`config.mk`:
```
export PLATFORM = sky130hd
export DESIGN_NAME = dm_access_unit
export DESIGN_NICKNAME = d
export VERILOG_FILES = /design/src/rtl/dm_access_unit.sv
export SDC_FILE = /design/constraint.sdc
export NUM_CORES = 1
export LEC_CHECK = 0
export ABC_AREA = 1
export ABC_CLOCK_PERIOD_IN_PS = 4200
export CAP_MARGIN = 20
export CORE_MARGIN = 8
export CORE_UTILIZATION = 30
export CTS_CLUSTER_SIZE = 25
export DETAILED_ROUTE_END_ITERATION = 8
export SETUP_SLACK_MARGIN = 0.02
export SYNTH_ARGS = -nofsm -noshare
export SYNTH_HDL_FRONTEND = slang
export SYNTH_SLANG_ARGS = --single-unit
```
`constraint.sdc`:
```
create_clock -name clk -period 4.2 [get_ports clk]
set_input_delay 0.63 -clock clk [delete_from_list [all_inputs] [get_ports clk]]
set_output_delay 0.63 -clock clk [all_outputs]
set_load 0.02 [all_outputs]
```
`src/rtl/dm_access_unit.sv`:
```
// dm_access_unit: byte-addressed load/store initiator for the data memory.
// One request is taken in IDLE, performs a single ACCESS (or FAULT) cycle
// against the word-wide dm ports, then holds its response in RESP until
// the consumer takes it. Sub-word stores merge into the word read back
// from dm within the same ACCESS cycle.
module dm_access_unit #(
   parameter int ADDR_WIDTH         = 12,
   parameter int DM_WORD_ADDR_WIDTH = ADDR_WIDTH - 2
) (
   input  logic                          clk,
   input  logic                          reset_n,
   input  logic                          req_valid,
   output logic                          req_ready,
   input  logic                          req_write,
   input  logic [1:0]                    req_size,
   input  logic                          req_signed,
   input  logic [ADDR_WIDTH-1:0]         req_addr,
   input  logic [31:0]                   req_wdata,
   output logic                          resp_valid,
   input  logic                          resp_ready,
   output logic [31:0]                   resp_rdata,
   output logic                          resp_fault,
   output logic [DM_WORD_ADDR_WIDTH-1:0] dm_read_addr,
   input  logic [31:0]                   dm_read_result,
   output logic [DM_WORD_ADDR_WIDTH-1:0] dm_write_addr,
   output logic [31:0]                   dm_write_data,
   output logic                          dm_write_enable
);

   typedef enum logic [1:0] {S_IDLE, S_ACCESS, S_FAULT, S_RESP} state_t;

   state_t                state_q, state_d;
   logic                  wr_q, wr_d;
   logic [1:0]            size_q, size_d;
   logic                  sgn_q, sgn_d;
   logic [ADDR_WIDTH-1:0] addr_q, addr_d;
   logic [31:0]           wdata_q, wdata_d;
   logic [31:0]           rdata_q, rdata_d;
   logic                  fault_q, fault_d;
   logic [31:0]           load_val;
   logic [31:0]           merge_val;

   // Size 3 is never legal; half needs even address, word needs addr[1:0]=0.
   function automatic logic bad_req(input logic [1:0] sz, input logic [1:0] lo);
      logic bad;
      case (sz)
         2'd0:    bad = 1'b0;
         2'd1:    bad = lo[0];
         2'd2:    bad = |lo;
         default: bad = 1'b1;
      endcase
      return bad;
   endfunction

   // Pick the addressed lane(s) out of a little-endian word and extend.
   function automatic logic [31:0] load_extract(input logic [31:0] w, input logic [1:0] sz,
                                                input logic sg, input logic [1:0] lo);
      logic [7:0]  b;
      logic [15:0] h;
      logic [31:0] res;
      case (lo)
         2'd0:    b = w[7:0];
         2'd1:    b = w[15:8];
         2'd2:    b = w[23:16];
         default: b = w[31:24];
      endcase
      h = lo[1] ? w[31:16] : w[15:0];
      case (sz)
         2'd0:    res = {{24{sg & b[7]}}, b};
         2'd1:    res = {{16{sg & h[15]}}, h};
         default: res = w;
      endcase
      return res;
   endfunction

   // Replace the addressed lane(s) of the current dm word with store data.
   function automatic logic [31:0] store_merge(input logic [31:0] w, input logic [31:0] d,
                                               input logic [1:0] sz, input logic [1:0] lo);
      logic [31:0] m;
      m = w;
      case (sz)
         2'd0: begin
            case (lo)
               2'd0:    m[7:0]   = d[7:0];
               2'd1:    m[15:8]  = d[7:0];
               2'd2:    m[23:16] = d[7:0];
               default: m[31:24] = d[7:0];
            endcase
         end
         2'd1: begin
            if (lo[1]) m[31:16] = d[15:0];
            else       m[15:0]  = d[15:0];
         end
         default: m = d;
      endcase
      return m;
   endfunction

   // State register.
   always_ff @(posedge clk or negedge reset_n) begin
      if (!reset_n) state_q <= S_IDLE;
      else          state_q <= state_d;
   end

   // Next-state decode; ACCESS and FAULT are single-cycle.
   always_comb begin
      state_d = state_q;
      case (state_q)
         S_IDLE: begin
            if (req_valid) state_d = bad_req(req_size, req_addr[1:0]) ? S_FAULT : S_ACCESS;
         end
         S_ACCESS: state_d = S_RESP;
         S_FAULT:  state_d = S_RESP;
         S_RESP: begin
            if (resp_ready) state_d = S_IDLE;
         end
         default:  state_d = S_IDLE;
      endcase
   end

   // Outputs decoded from state so the write strobe drops at once on reset.
   always_comb begin
      req_ready       = (state_q == S_IDLE);
      resp_valid      = (state_q == S_RESP);
      dm_write_enable = (state_q == S_ACCESS) && wr_q;
      dm_write_data   = dm_write_enable ? merge_val : 32'd0;
      dm_read_addr    = addr_q[DM_WORD_ADDR_WIDTH+1:2];
      dm_write_addr   = addr_q[DM_WORD_ADDR_WIDTH+1:2];
      resp_rdata      = rdata_q;
      resp_fault      = fault_q;
   end

   // Load extraction and store merge against the live dm read word.
   always_comb begin
      load_val  = load_extract(dm_read_result, size_q, sgn_q, addr_q[1:0]);
      merge_val = store_merge(dm_read_result, wdata_q, size_q, addr_q[1:0]);
   end

   // Request capture in IDLE and response capture at the end of ACCESS/FAULT.
   always_comb begin
      wr_d    = wr_q;
      size_d  = size_q;
      sgn_d   = sgn_q;
      addr_d  = addr_q;
      wdata_d = wdata_q;
      rdata_d = rdata_q;
      fault_d = fault_q;
      if (state_q == S_IDLE && req_valid) begin
         wr_d    = req_write;
         size_d  = req_size;
         sgn_d   = req_signed;
         addr_d  = req_addr;
         wdata_d = req_wdata;
      end
      if (state_q == S_ACCESS) begin
         rdata_d = wr_q ? 32'd0 : load_val;
         fault_d = 1'b0;
      end
      if (state_q == S_FAULT) begin
         rdata_d = 32'd0;
         fault_d = 1'b1;
      end
   end

   // Request and response registers; cleared so outputs read zero after reset.
   always_ff @(posedge clk or negedge reset_n) begin
      if (!reset_n) begin
         wr_q    <= 1'b0;
         size_q  <= 2'd0;
         sgn_q   <= 1'b0;
         addr_q  <= '0;
         wdata_q <= 32'd0;
         rdata_q <= 32'd0;
         fault_q <= 1'b0;
      end else begin
         wr_q    <= wr_d;
         size_q  <= size_d;
         sgn_q   <= sgn_d;
         addr_q  <= addr_d;
         wdata_q <= wdata_d;
         rdata_q <= rdata_d;
         fault_q <= fault_d;
      end
   end

endmodule

```
[After elaboration in Yosys (flattened, before gate mapping)]
Index checks and enable logic that the tools add are counted.
Cells by class
  bitwise operators: 2
  mux-type cells: 23
  reduce and logical (&&, ||, !) cells: 11
  equal/unequal tests: 10
Operators by type and width (number)
  two-way mux 32 bit: 4
  one-hot mux 32 bit (2 select lines): 2
  two-way mux 16 bit: 3
  two-way mux 8 bit: 4
  one-hot mux 8 bit (3 select lines): 1
  equality test 2 x 1 -> 1 bit, second input constant: 4
  equality test 2 bit, second input constant: 4
  zero test 2 bit: 4
  two-way mux 2 bit: 3
  one-hot mux 2 bit (3 select lines): 1
  two-way mux 1 bit: 4
  OR reduction 2 bit: 2
  one-hot mux 1 bit (3 select lines): 1
  OR reduction 3 bit: 1
  AND 1 bit: 2
  logical AND 1 bit: 2
  != test 2 x 1 -> 1 bit, second input constant: 1
  != test 2 bit, second input constant: 1
  AND reduction 2 bit: 1
  nonzero test 2 bit: 1
Storage, ports and cells
  flip-flop bits (word level): 83
  output and inout port bits: 88
  word-level logic and storage cells: 54
  input port bits: 84

[Depth between registers and ports, before layout]
  depth in word-level cells: 7
  mapped depth: 11
  depth with buffers taken out: 9

[Least setup slack after synthesis]
No wires, ideal clock.
  kind: reg2out
  from: register state_q[1]
  to: output dm_write_data[2]
  data required time: 3.570 ns
  path buffers: 1
  cell stages (with the launch flop): 8
  path slack: 1.928 ns
  arrival: 1.642 ns
  path through: dfrtp_1 inv_1 ha_1 nand2_1 inv_1 clkbuf_1 o21ai_0 a21oi_1
On the way
  word-level cells in the longest chain between the ends: 3
RTL lines
  start: declaration: line 32  | state_t state_q, state_d;
  start signal: assignment: line 102  | else state_q <= state_d;
  equality test 2 x 1 -> 1 bit: line 125  | dm_write_enable = (state_q == S_ACCESS) && wr_q;
  logical AND 1 bit: line 125
  net dm_write_enable: line 27  | output logic dm_write_enable
  two-way mux 32 bit: line 126  | dm_write_data = dm_write_enable ? merge_val : 32'd0;
  end: declaration: line 26  | output logic [31:0] dm_write_data,
The timed path passes the listed nets, and every way through them passes these cells.

[Final worst setup path]
  from: register state_q[1]
  to: output dm_write_data[5]
On the way
  word-level cells in the longest chain between the ends: 3
RTL lines (line)
  equality test 2 x 1 -> 1 bit: 125
  logical AND 1 bit: 125
  two-way mux 32 bit: 126
Every way passes these cells.

==> impl_metrics.csv <==
group,metric,value,unit
status,status,"finished clean",
clocking,clock_latency,350,ps
worst_setup_path,crit_cells,7,
worst_setup_path,path_max_fanout,22,
route,routedWlPerCell,18.7,um
worst_setup_path,cp_top_family,"buffers and inverters",
cells_and_area,finalNetCount,899,
timing,skew,7.11,ps
timing,fmax,0.265,GHz
timing,hold_viol,0,
route,drt_wl_total,19.3,mm
worst_setup_path,cp_num_buf_inv,3,
route,via_count,5059,
global_routing,grt_overflow,0,
pwr,switchingPower,2490,uW
pwr,pwr-share-clk,15.7,%
timing,fin_crit_sh,90.0,%
worst_setup_path,path_cells,"inv_1 > ha_1 > nand2_1 > inv_1 > o21ai_0 > a21oi_1 > clkdlybuf4s50_1",
yosys,synth_nets,764,
yosys,yosysUniqueCellTypes,27,
global_routing,grt_usage,18.1,%
global_routing,grt_pass1_vias,5133,
global_routing,grt_max_degree,54,
timing,grt_setup_unrepaired,"no",
clocking,cts-root-buf,"clkbuf_16",
route,routed_via_density,4.89,
global_routing,antenna_found_initial,0,
pwr,p_leak,0.00328,uW
clocking,numCtsBuffers,9,
pwr,power_frac_comb,58.6,%
floorplanning,fp.dieH,146,um
floorplanning,rows,47,
run,maxCapViolations,0,
worst_setup_path,crit_path_frequent_cell,"inv_1",
route,dr.first_iter.drc_count,424,
timing,tightest_slew,1010,ps
cells_and_area,drive_above_1_share,9.33,%
yosys,avgSynthCellArea,7.46,um^2
clocking,cts_resized,0,
pwr,max-vdd-ir-drop,433,uV
cells_and_area,final.fill_count,1680,
yosys,yosysWarnings,0,
cells_and_area,syn2layout_area_growth,40.7,%
worst_setup_path,startpoint,"state_q[1]",
yosys,synth_seq_cells,83,
pwr,p_int,2780,uW
route,first_pass_iters,6,
worst_setup_path,cp.required,3570,ps
place,hpwlAfterDp,14.9,mm
floorplanning,die_w,146,um
global_routing,grt_pass1_wl,29.9,mm
clocking,hold_buffers,0,
route,drc_errors,0,
worst_setup_path,rr_endpoint,"resp_rdata[23]",
worst_setup_path,end_kind,"output port",
yosys,syn_area,0.00503,mm^2
cells_and_area,register_area,0.00208,mm^2
pwr,power_density,744,mW/mm^2
floorplanning,initial_core_util,30.5,%
clocking,cts.sinks,83,
clocking,path_clk_slew,60,ps
worst_setup_path,rr_worst_depth,8,
pwr,seqPwrFrac,25.8,%
worst_setup_path,critPathKind,"reg -> out",
timing,max-slew-margin-rel,32.2,%
worst_setup_path,crit_path_max_incr_delay,640,ps
yosys,yosysSeqAreaShare,41.3,%
pwr,swShare,47.3,%
clocking,clockBufferDepth,2,
worst_setup_path,slowest_stage,"clkdlybuf4s50_1",
cells_and_area,layout_common_cells,"223 x nand2_1, 170 x clkdlybuf4s50_1, 83 x dfrtp_1",
yosys,netlist_instances,675,
timing,finalMaxSlewViolations,0,
worst_setup_path,cp-start-kind,"flop",
floorplanning,dieArea,0.0212,mm^2
floorplanning,coreArea,0.0165,mm^2
place,portBuffers,171,
route,final_antenna_net_count,0,
clocking,cts_tree,"yes",
clocking,htree_levels,3,
cells_and_area,multi_input_area,0.00243,mm^2
cells_and_area,mostFrequentLayoutCell,"nand2_1",
clocking,cts_setup_buffers,0,
timing,min_period,3780,ps
floorplanning,pin_count,172,
worst_setup_path,worstSetupEndpoint,"dm_write_data[5]",
timing,fin_setup_tns,0,ps
worst_setup_path,cp_data_arrival_time,3150,ps
place,routabilityCongestion,0.884,
timing,setup_viol,0,
cells_and_area,antenna_cells,0,
worst_setup_path,r2r-start,"state_q[0]",
worst_setup_path,r2r_slack,1530,ps
timing,whs,322,ps
worst_hold_path,hold_path_class,"in -> async",
worst min path at each step:
stage	start	end	depth (start not counted)
finish	reset_n	wdata_q[7]	1
global placement	resp_rdata[1]	resp_rdata[1]	2
CTS	reset_n	wdata_q[7]	1
detailed placement	resp_rdata[24]	resp_rdata[24]	2
global route	reset_n	wdata_q[7]	1
floorplan	reset_n	addr_q[0]	0
through the flow:
stage / std cells / worst slack, ps / total power, uW / area (um^2) / utilization [%]
floorplan: 675 / 1930 / 3370 / 5030 / -
global placement: 1019 / 824 / 4420 / 6770 / 41.0
detailed placement: 1019 / 823 / 4440 / 6770 / 41.0
CTS: 1035 / 415 / 5300 / 7080 / 42.9
global route: 1035 / 297 / 5630 / 7080 / 42.9
finish: 1035 / 420 / 5270 / 7080 / 42.9
sequential cells by signal (all words and copies together) (netlist names):
register / flops
wdata_q: 32
size_q: 2
addr_q: 12
wr_q: 1
state_q: 2
sgn_q: 1
resp_fault: 1
resp_rdata: 32
cell usage after synthesis, drive strengths merged:
library cell | n | area (um^2)
o211ai | 4 | 30.0
nand3b | 1 | 7.51
a31oi | 22 | 138
o21ai | 48 | 240
inv | 59 | 221
clkinv | 1 | 3.75
nor2 | 29 | 129
or2 | 1 | 6.26
nor3 | 2 | 10.0
dfrtp | 83 | 2080
nand3 | 33 | 178
o22ai | 8 | 50.1
a21oi | 62 | 310
buf | 38 | 246
nand2 | 228 | 871
ha | 5 | 62.6
clkbuf | 16 | 60.1
mux2 | 35 | 394
routing by layer:
metal,GRT usage (%),vias up,wire length (um)
met2,29.6,223,9050
met4,5.93,0,495
met3,5.50,41,1550
met5,0,-,0
li1,-,2455,-
met1,22.2,2340,8230
logic make-up (layout without fill, tap and decap cells):
family	after synthesis	after routing	share of synthesized area, %
adder cells (fa/ha/maj)	5	5	1.24
AO/OA/AOI/OAI	144	144	15.3
buffers and inverters	114	254	10.6
AND/OR/NAND/NOR	294	294	23.9
flip-flops	83	83	41.3
multiplexers	35	35	7.83
cell type report:
type | count | share of cell area, %
Clock buffer | 11 | 3.57
Clock inverter | 5 | 0.866
Inverter | 60 | 3.18
Multi-Input combinational cell | 478 | 34.3
Sequential cell | 83 | 29.3
Tap cell | 220 | 3.89
Timing Repair Buffer | 178 | 24.9
power groups by stage:
| stage | logic (uW) | registers, uW | clock network, uW |
|---|---|---|---|
| 6_report | 3080 | 1360 | 826 |
| 4_1_cts | 3090 | 1360 | 854 |
| 2_1_floorplan | 2040 | 1330 | 0 |
| 5_1_grt | 3360 | 1390 | 879 |
| 3_5_place_dp | 3070 | 1370 | 0 |
| 3_3_place_gp | 3070 | 1350 | 0 |
Power figures use the tool's default switching activity.
